File: config.mk
export PLATFORM = sky130hd
export DESIGN_NAME = dsm_sinc3_decimator
export DESIGN_NICKNAME = d
export VERILOG_FILES = /design/src/rtl/dsm_sinc3_decimator.sv
export SDC_FILE = /design/constraint.sdc
export NUM_CORES = 1
export LEC_CHECK = 0
export ABC_CLOCK_PERIOD_IN_PS = 6300
export CORE_ASPECT_RATIO = 0.7
export CORE_MARGIN = 3
export CORE_UTILIZATION = 40
export DETAILED_ROUTE_END_ITERATION = 10
export DONT_BUFFER_PORTS = 1
export GPL_ROUTABILITY_DRIVEN = 0
export SYNTH_ARGS = -nofsm -noshare
export SYNTH_HDL_FRONTEND = slang
export SYNTH_SLANG_ARGS = --single-unit
File: constraint.sdc
create_clock -name clk -period 6.3 [get_ports clk]
set_input_delay 0.945 -clock clk [delete_from_list [all_inputs] [get_ports clk]]
set_output_delay 0.945 -clock clk [all_outputs]
set_load 0.03 [all_outputs]
File: src/rtl/dsm_sinc3_decimator.sv
// dsm_sinc3_decimator
//   Third-order CIC (sinc3) decimator. It turns a 1-bit delta-sigma
//   bitstream into two's-complement PCM samples, one per R = 2^OSR_LOG2
//   consumed bits. Full scale is +/-2^(AW-2), with zero at mid-density.
//
// Ports
//   clk         system clock
//   rst_n       asynchronous active-low reset
//   ena         block enable; when low, all state holds and strobes are ignored
//   bit_i       bitstream sample (1 = +full scale, 0 = -full scale)
//   bit_vld_i   one-cycle strobe; bit_i is consumed when bit_vld_i & ena
//   dout_o      signed decimated sample, updated on every decimation event
//   dout_vld_o  one-cycle pulse marking a qualified dout_o (after warm-up)
//   settled_o   high once four decimation events have passed; held until reset
module dsm_sinc3_decimator #(
  parameter  int unsigned OSR_LOG2 = 5,
  localparam int unsigned AW       = 3 * OSR_LOG2 + 1
) (
  input  logic                 clk,
  input  logic                 rst_n,
  input  logic                 ena,
  input  logic                 bit_i,
  input  logic                 bit_vld_i,
  output logic signed [AW-1:0] dout_o,
  output logic                 dout_vld_o,
  output logic                 settled_o
);

  // Subtracting a quarter of the modulus recentres c3 (0..R^3) onto zero.
  localparam logic [AW-1:0] QUARTER = {2'b01, {(AW-2){1'b0}}};
  localparam logic [2:0]    WARM_DONE = 3'd4;

  logic [AW-1:0]       i1, i2, i3;
  logic [AW-1:0]       d1, d2, d3;
  logic [AW-1:0]       c1, c2, c3;
  logic [AW-1:0]       x;
  logic [OSR_LOG2-1:0] dec_cnt;
  logic [2:0]          warm_cnt;
  logic                step;
  logic                dec_event;

  always_comb begin
    step      = bit_vld_i & ena;
    dec_event = step && (dec_cnt == '1);
    x         = {{(AW-1){1'b0}}, bit_i};
    // Comb chain evaluated from the pre-edge i3; arithmetic wraps mod 2^AW,
    // which is exact because AW covers the filter gain R^3.
    c1        = i3 - d1;
    c2        = c1 - d2;
    c3        = c2 - d3;
  end

  always_ff @(posedge clk or negedge rst_n) begin
    if (!rst_n) begin
      i1         <= '0;
      i2         <= '0;
      i3         <= '0;
      d1         <= '0;
      d2         <= '0;
      d3         <= '0;
      dec_cnt    <= '0;
      warm_cnt   <= '0;
      dout_o     <= '0;
      dout_vld_o <= 1'b0;
      settled_o  <= 1'b0;
    end else begin
      dout_vld_o <= 1'b0;
      if (step) begin
        i1      <= i1 + x;
        i2      <= i2 + i1;
        i3      <= i3 + i2;
        dec_cnt <= dec_cnt + 1'b1;
        if (dec_event) begin
          d1         <= i3;
          d2         <= c1;
          d3         <= c2;
          dout_o     <= $signed(c3 - QUARTER);
          dout_vld_o <= (warm_cnt == WARM_DONE);
          if (warm_cnt != WARM_DONE) begin
            warm_cnt <= warm_cnt + 3'd1;
          end
          // settled_o tracks warm_cnt == 4 with the same edge timing.
          if (warm_cnt >= 3'd3) begin
            settled_o <= 1'b1;
          end
        end
      end
    end
  end

endmodule

==> results.env <==
GRT_MAX_DEGREE=123
TIMING.FINAL.MAX_SLEW_VIOLATIONS=0
CRITICAL_PATH_CLASS='flip-flop to flip-flop'
CTS_HOLD_REPAIR.BUFFERS=0
DRT-TOTAL-WL_UM=17200
DRT_PRE_ANTENNA_ITERS=5
CRITICAL_PATH.REG2REG.ENDPOINT='dout_o[15]'
SLEW_HEADROOM=0.408
CTS.REPAIR_TIMING.SETUP_BUFFER_COUNT=0
SYNTHESIS.YOSYS.WARNINGS=0
LAYOUT_AREA_GROWTH_OVER_SYNTHESIS_PCT=10.9
TIMING.CRITICAL_PATH.FROM_TYPE='flip-flop'
YOSYS_REGISTER_BITS=122
CRITICAL_PATH_BUF_INV_COUNT=1
IO_PINS=23
MAPPEDNETLISTAREA_UM2=8280
HIGHEST_CLOCK_RATE_GHz=0.185
SETUP_VIOL=0
SYNTH.NET_COUNT=1022
LEAKAGEPOWER_nW=4.44
SEQ_AREA_FRAC_SYNTH=0.369
POST_LAYOUT_TOTAL_POWER_mW=4.27
FINALWORSTSETUPSLACK_NS=0.888
PLACEMENT_ROWS=43
CRITPATHTOPFAMILY='compound AO/OA/AOI/OAI gates'
POST-ROUTE-DRC-COUNT=0
NUM_VIAS=6210
ARRIVAL_TIME_AT_THE_WORST_ENDPOINT_NS=5.74
SETUP_TNS_FINAL_NS=0
SYNTH_TOP_AREA_CELL='sky130_fd_sc_hd__dfrtp_1'
CRITICAL_PATH.MAX_STAGE_DELAY_NS=0.40
PATH_DEPTH=25
CTS_SINKS=122
SYNTH_TOP_CELL_AREA_SHARE=0.369
CTSROOTBUFFERMASTER='sky130_fd_sc_hd__clkbuf_16'
ASYNC_FLOP_SHARE=1.00
DIEWIDTH_UM=178
VIA_PER_INST=5.19
CRIT_START='i3[0]'
HOLD_CLASS='input port to async pin'
NETLIST-CELL-TYPE-COUNT=58
FIN_WORST_SKEW_NS=0.0138
CTS-RESIZED-GATES=0
MAXIMUM_IR_DROP_ON_THE_VDD_RAIL_uV=203
DIE-HEIGHT_UM=126
POWER.DENSITY_CELL_AREA_nW_PER_UM2=465
CTS_BUFFER_DEPTH=2
NUMBER_OF_ENABLE_FLIP_FLOP_CELLS_AFTER_SYNTHESIS=0
ANTENNA_CELLS_INSERTED=0
HOLD_VIOLATIONS=0
DP_HPWL_UM=12100
ENDPOINT_KIND='flip-flop'
FINALCRITICALPERIOD_NS=5.41
POSTSYNTHCELLCOUNT=916
ANT_NETS=0
DRV_CAP=0
STATUS='completed'
RR_STARTPOINT='i3[0]'
HOLDWS_NS=0.215
SYNTH_MOST_COMMON_CELL='sky130_fd_sc_hd__nand2_1'
DIE_AREA_UM2=22500
POST-ROUTE-UTIL=0.458
ROUTED_WIRE_LENGTH_PER_INSTANCE_UM=14.4
GRT_UTIL_ALL_LAYERS=0.164
CORE_REGION_AREA_UM2=20100
CTS_HTREE_LEVELS=4
LAYOUT.NETS=1020
TIGHTESTPINTRANSITION_NS=0.885
CRITICAL_PATH.ENDPOINT='dout_o[15]'
DRT_ITER0_DRC=418
POST_ROUTE_CELLS_DRIVE_ABOVE_1_SHARE=0.0626
FIRST_GLOBAL_VIAS=6030
COMMONEST_CELLS_IN_THE_SYNTHESIZED_NETLIST='131 x sky130_fd_sc_hd__nand2_1, 122 x sky130_fd_sc_hd__dfrtp_1, 108 x sky130_fd_sc_hd__o21ai_0'
WORST_PATH_MAX_DELAY_CELL='sky130_fd_sc_hd__fa_1'
PRE_CTS_WS_NS=0.893
INITIAL_UTILIZATION=0.413
GRT_SETUP_UNREPAIRED='no'
WORST-R2R-SETUP-SLACK_NS=0.89
GRT-OVFL-TOTAL=0
PORT_BUFFERS=0
CP.REQUIRED_NS=6.63
GRT_PASS1_WL_UM=30100
POSTSYNTHAREAPERCELL_UM2=9.04
CTS_TREE='yes'
CTS_INSERTED_BUFFERS=17
CRITICAL_PATH.MAX_FANOUT=5
YS_TOP_CELLS_BY_AREA='sky130_fd_sc_hd__dfrtp_1 37%, sky130_fd_sc_hd__ha_1 15%, sky130_fd_sc_hd__o21ai_0 6.5%, sky130_fd_sc_hd__nand2_1 5.9%, sky130_fd_sc_hd__xnor2_1 5.5%'
YS_DOMINANT_REG_CELL='sky130_fd_sc_hd__dfrtp_1'
ANTENNA_FOUND_INITIAL=0
POST-ROUTE-PERIOD-UTIL=0.859
TIMING.CRITICAL_PATH.MODE_CELL='sky130_fd_sc_hd__ha_1'
FILLERINSTANCES=1916
WORSTREGTOREGCELLS=25
CLOCK_INSERTION_DELAY_WORST_SKEW_NS=0.42
CTS.CLK_SLEW.WORST_PATHS_NS=0.06
==> power breakdown <==
part | switching (mW) | leakage (nW) | internal [mW]
combinational | 1.22 | 2.64 | 0.954
sequential | 0.138 | 1.50 | 0.920
clock | 0.382 | 0.301 | 0.664
total | 1.74 | 4.44 | 2.54
==> worst min-delay path by stage <==
stage	cells after the start	slack, ns	to
3_5_place_dp	1	0.46	dec_cnt[3]
5_1_grt	0	0.19	dec_cnt[2]
4_1_cts	0	0.20	dec_cnt[2]
2_1_floorplan	1	0.44	dec_cnt[3]
6_report	0	0.21	dec_cnt[2]
3_3_place_gp	1	0.46	dec_cnt[3]
==> final cells by class <==
class	count	area, um^2	share of cell area
sequential	122	3050	0.332
clock inverter	13	194	0.0211
multi-input combinational	699	4880	0.531
clock buffer	18	429	0.0467
timing repair buffer	3	22.5	0.00245
inverter	71	267	0.0290
tap	270	338	0.0368
==> cell usage in the layout, fill, tap and decap left out, drive strengths merged, types with 24 or more instances in the layout <==
cell and n:
a21o 24, a21oi 45, dfrtp 122, ha 96, inv 73, nand2 131, nor2 33, o21ai 112
xnor2 52, xor2 25
==> metal layers <==
metal	GRT usage	routed length (um)	vias up
met5	0	0	-
met4	0.0420	139	0
met2	0.231	6870	98
li1	-	-	3201
met1	0.252	9560	2896
met3	0.0371	629	15
==> stage by stage <==
stage	cell area, um^2	instances
2_1_floorplan	8280	916
3_3_place_gp	8560	1165
3_5_place_dp	8560	1165
4_1_cts	9180	1196
5_1_grt	9180	1196
6_report	9180	1196
==> cell families after synthesis <==
family,after synthesis,synth area share
AOI/OAI and AO/OA,253,0.188
xor gates and xnor gates,78,0.0841
adders and majority gates,101,0.157
buffers and inverters,95,0.0431
DFF,122,0.369
muxes,11,0.0148
and+or+nand+nor,256,0.145
==> sequential cells by signal, indices dropped and copies added, names as in the netlist <==
register / flops
i1: 16
dout_vld_o: 1
i2: 16
i3: 16
d3: 16
d1: 16
warm_cnt: 3
dec_cnt: 5
settled_o: 1
d2: 16
dout_o: 16
Power figures use the tool's default switching activity.
==> RTL edit, RTL diff (same flow settings) <==
Set the parameter `OSR_LOG2` to 4 (it was 5).
--- a/src/rtl/dsm_sinc3_decimator.sv
+++ b/src/rtl/dsm_sinc3_decimator.sv
@@ -13,7 +13,7 @@
 //   dout_vld_o  one-cycle pulse marking a qualified dout_o (after warm-up)
 //   settled_o   high once four decimation events have passed; held until reset
 module dsm_sinc3_decimator #(
-  parameter  int unsigned OSR_LOG2 = 5,
+  parameter  int unsigned OSR_LOG2 = 4,
   localparam int unsigned AW       = 3 * OSR_LOG2 + 1
 ) (
   input  logic                 clk,
Ports: changed (resized dout_o); port bits go from 23 to 20. The function was not compared with the original's and may differ.
==> RTL edit against the unedited design <==
  * Design area down 23%
  * Sequential cell count is 22 lower
  * Wire length shrank 33%
  * Area after synthesis decreased by 21%
  * Non-clock buffer count down 1
  * Worst setup slack better by 0.59 ns
  * First-iteration DRC count decreased by 56%
  * Critical endpoint is now dout_o[12]$_DFFE_PN0P_
Power is left out: the tool's default activity adds up to more than one toggle a clock period on the data nets, which glitch-free logic cannot reach.
==> RTL edit: results (changes against the unedited design) <==
Status: completed (unchanged)
ANT cells: 0 (unchanged)
Worst-Margin Slew: 0.803 ns (was 0.885 ns)
Antenna violations before repair: 0 (unchanged)
YS warnings: 0 (unchanged)
Placed Cells: 870 (was 1,165)
Vias in the first global route: 4,495 (was 6,030)
Reg-to-reg slack, setup: 1.48 ns (was 0.89 ns)
Final HPWL DP: 8060 um (was 12,100 um)
Placement Cell Area: 6770 um2 (was 8560 um2)
Cells on worst reg2reg path: 21 (was 25)
H-tree levels: 3 (was 4)
Clock skew: 0.00979 ns (was 0.0138 ns)
Pin count of the biggest net entering global routing: 101 (was 123)
Reg clk slew, reported paths: 0.07 ns
Post-synth ARST share: 100% (unchanged)
Worst r2r dst: dout_o[12]$_DFFE_PN0P_ (was dout_o[15]$_DFFE_PN0P_)
CTS Buffer Depth: 2 (unchanged)
CP arrival: 5.02 ns (was 5.74 ns)
Synth Flop Type: dfrtp_1 (unchanged)
Metal-1 WL: 6090 um (was 9560 um)
Tot GR Track Use: 13.5% (was 16.4%)
Netlist cell types: 55 (was 58)
Detail Route met2 WL: 4990 um (was 6870 um)
Post-CTS Setup Bufs: 0 (unchanged)
Cts bufs inserted: 9 (was 17)
Mapped Cells: 663 (was 916)
Commonest cells in the netlist: 100 x dfrtp_1, 80 x nand2_1, 77 x ha_1, 53 x inv_1, 50 x o21ai_0 (was 131 x nand2_1, 122 x dfrtp_1, 108 x o21ai_0, 96 x ha_1, 71 x inv_1)
Vias/cell: 4.88 (was 5.19)
Routed len/inst: 12.9 um (was 14.4 um)
First-pass GRT wire length: 20,600 um (was 30,100 um)
Nets@finish: 748 (was 1,020)
Met3 wire length: 256 um (was 629 um)
Share of layout cells above drive strength 1: 10.4% (was 6.26%)
PortBufs: 0 (unchanged)
Clk Latency, worst-skew pair: 0.34 ns (was 0.42 ns)
DRT Pass-1 Iters: 4 (was 5)
Fillers: 1,478 (was 1,916)
Starting DRT DRC Count: 185 (was 418)
Finished Layout Cells: 886 (was 1,196)
Hold WC Path Type: in -> async (unchanged)
Seq/Total Area, Yosys: 38.2% (was 36.9%)
Dominant cells by area after synthesis: dfrtp_1 38%, ha_1 15%, mux2_2 5.7% (was dfrtp_1 37%, ha_1 15%, o21ai_0 6.5%)
Cts repair resizes: 0 (unchanged)
RTL edit: cell count changes after synthesis, sizes merged, moves of 11 or more:
cell and delta:
o21ai -52, nand2 -51, mux2 +23, dfrtp -22
ha -19, inv -18, a21oi -15, xnor2 -13
a21o -12, nand3 -11
RTL edit: area by class of cell:
cell class                      instances  area [um2]  share of cell area, %
Inverter                               53         199                   2.82
Clock buffer                           11         243                   3.44
Tap cell                              220         275                   3.90
Multi-Input combinational cell        495        3780                   53.6
Timing Repair Buffer                    2        15.0                  0.213
Clock inverter                          5        37.5                  0.532
Sequential cell                       100        2500                   35.5
RTL edit: critical path, stage by stage, from the launching register on:
cell and delay [ns]:
dfrtp_1 0.36, inv_1 0.07, ha_1 0.24, fa_1 0.40
nand2b_1 0.18, a21oi_1 0.21, a211oi_1 0.10, xnor2_1 0.16
ha_1 0.21, or3_1 0.40, o21a_1 0.19, a21oi_1 0.17
xnor2_1 0.16, ha_1 0.26, ha_1 0.36, a21o_1 0.18
a21o_1 0.17, a41o_1 0.24, o31ai_2 0.24, xnor2_1 0.17
xnor2_1 0.14, o21ai_1 0.07
RTL edit: worst max path at each step:
stage	from	endpoint	slack, ns	cells past startpoint
3_3_place_gp	i3[0]$_DFFE_PN0P_	dout_o[12]$_DFFE_PN0P_	1.64	21
4_1_cts	i3[0]$_DFFE_PN0P_	dout_o[12]$_DFFE_PN0P_	1.45	21
5_1_grt	i3[0]$_DFFE_PN0P_	dout_o[12]$_DFFE_PN0P_	1.15	21
6_report	i3[0]$_DFFE_PN0P_	dout_o[12]$_DFFE_PN0P_	1.48	21
2_1_floorplan	i3[0]$_DFFE_PN0P_	dout_o[12]$_DFFE_PN0P_	1.92	21
3_5_place_dp	i3[0]$_DFFE_PN0P_	dout_o[12]$_DFFE_PN0P_	1.49	21
RTL edit: logic make-up after synthesis:
| group | share of synthesized area (%) |
|---|---|
| simple gates | 11.1 |
| compound gates | 15.4 |
| flops | 38.2 |
| fa+ha+maj | 16.2 |
| xor+xnor | 9.33 |
| buf+inv | 4.01 |
| mux | 5.68 |
RTL edit: stage by stage:
stage                     hold slack (ns)  setup slack, ns
after floorplan                     0.446             1.92
after global placement              0.461             1.64
after detailed placement            0.476             1.49
after CTS                           0.280             1.45
after global routing                0.272             1.15
final                               0.295             1.48
RTL edit: per-layer routing:
layer	track usage (%)	up-vias
li1	-	2259
met1	19.2	2033
met2	21.5	26
met3	2.82	9
met4	3.27	0
met5	0	-
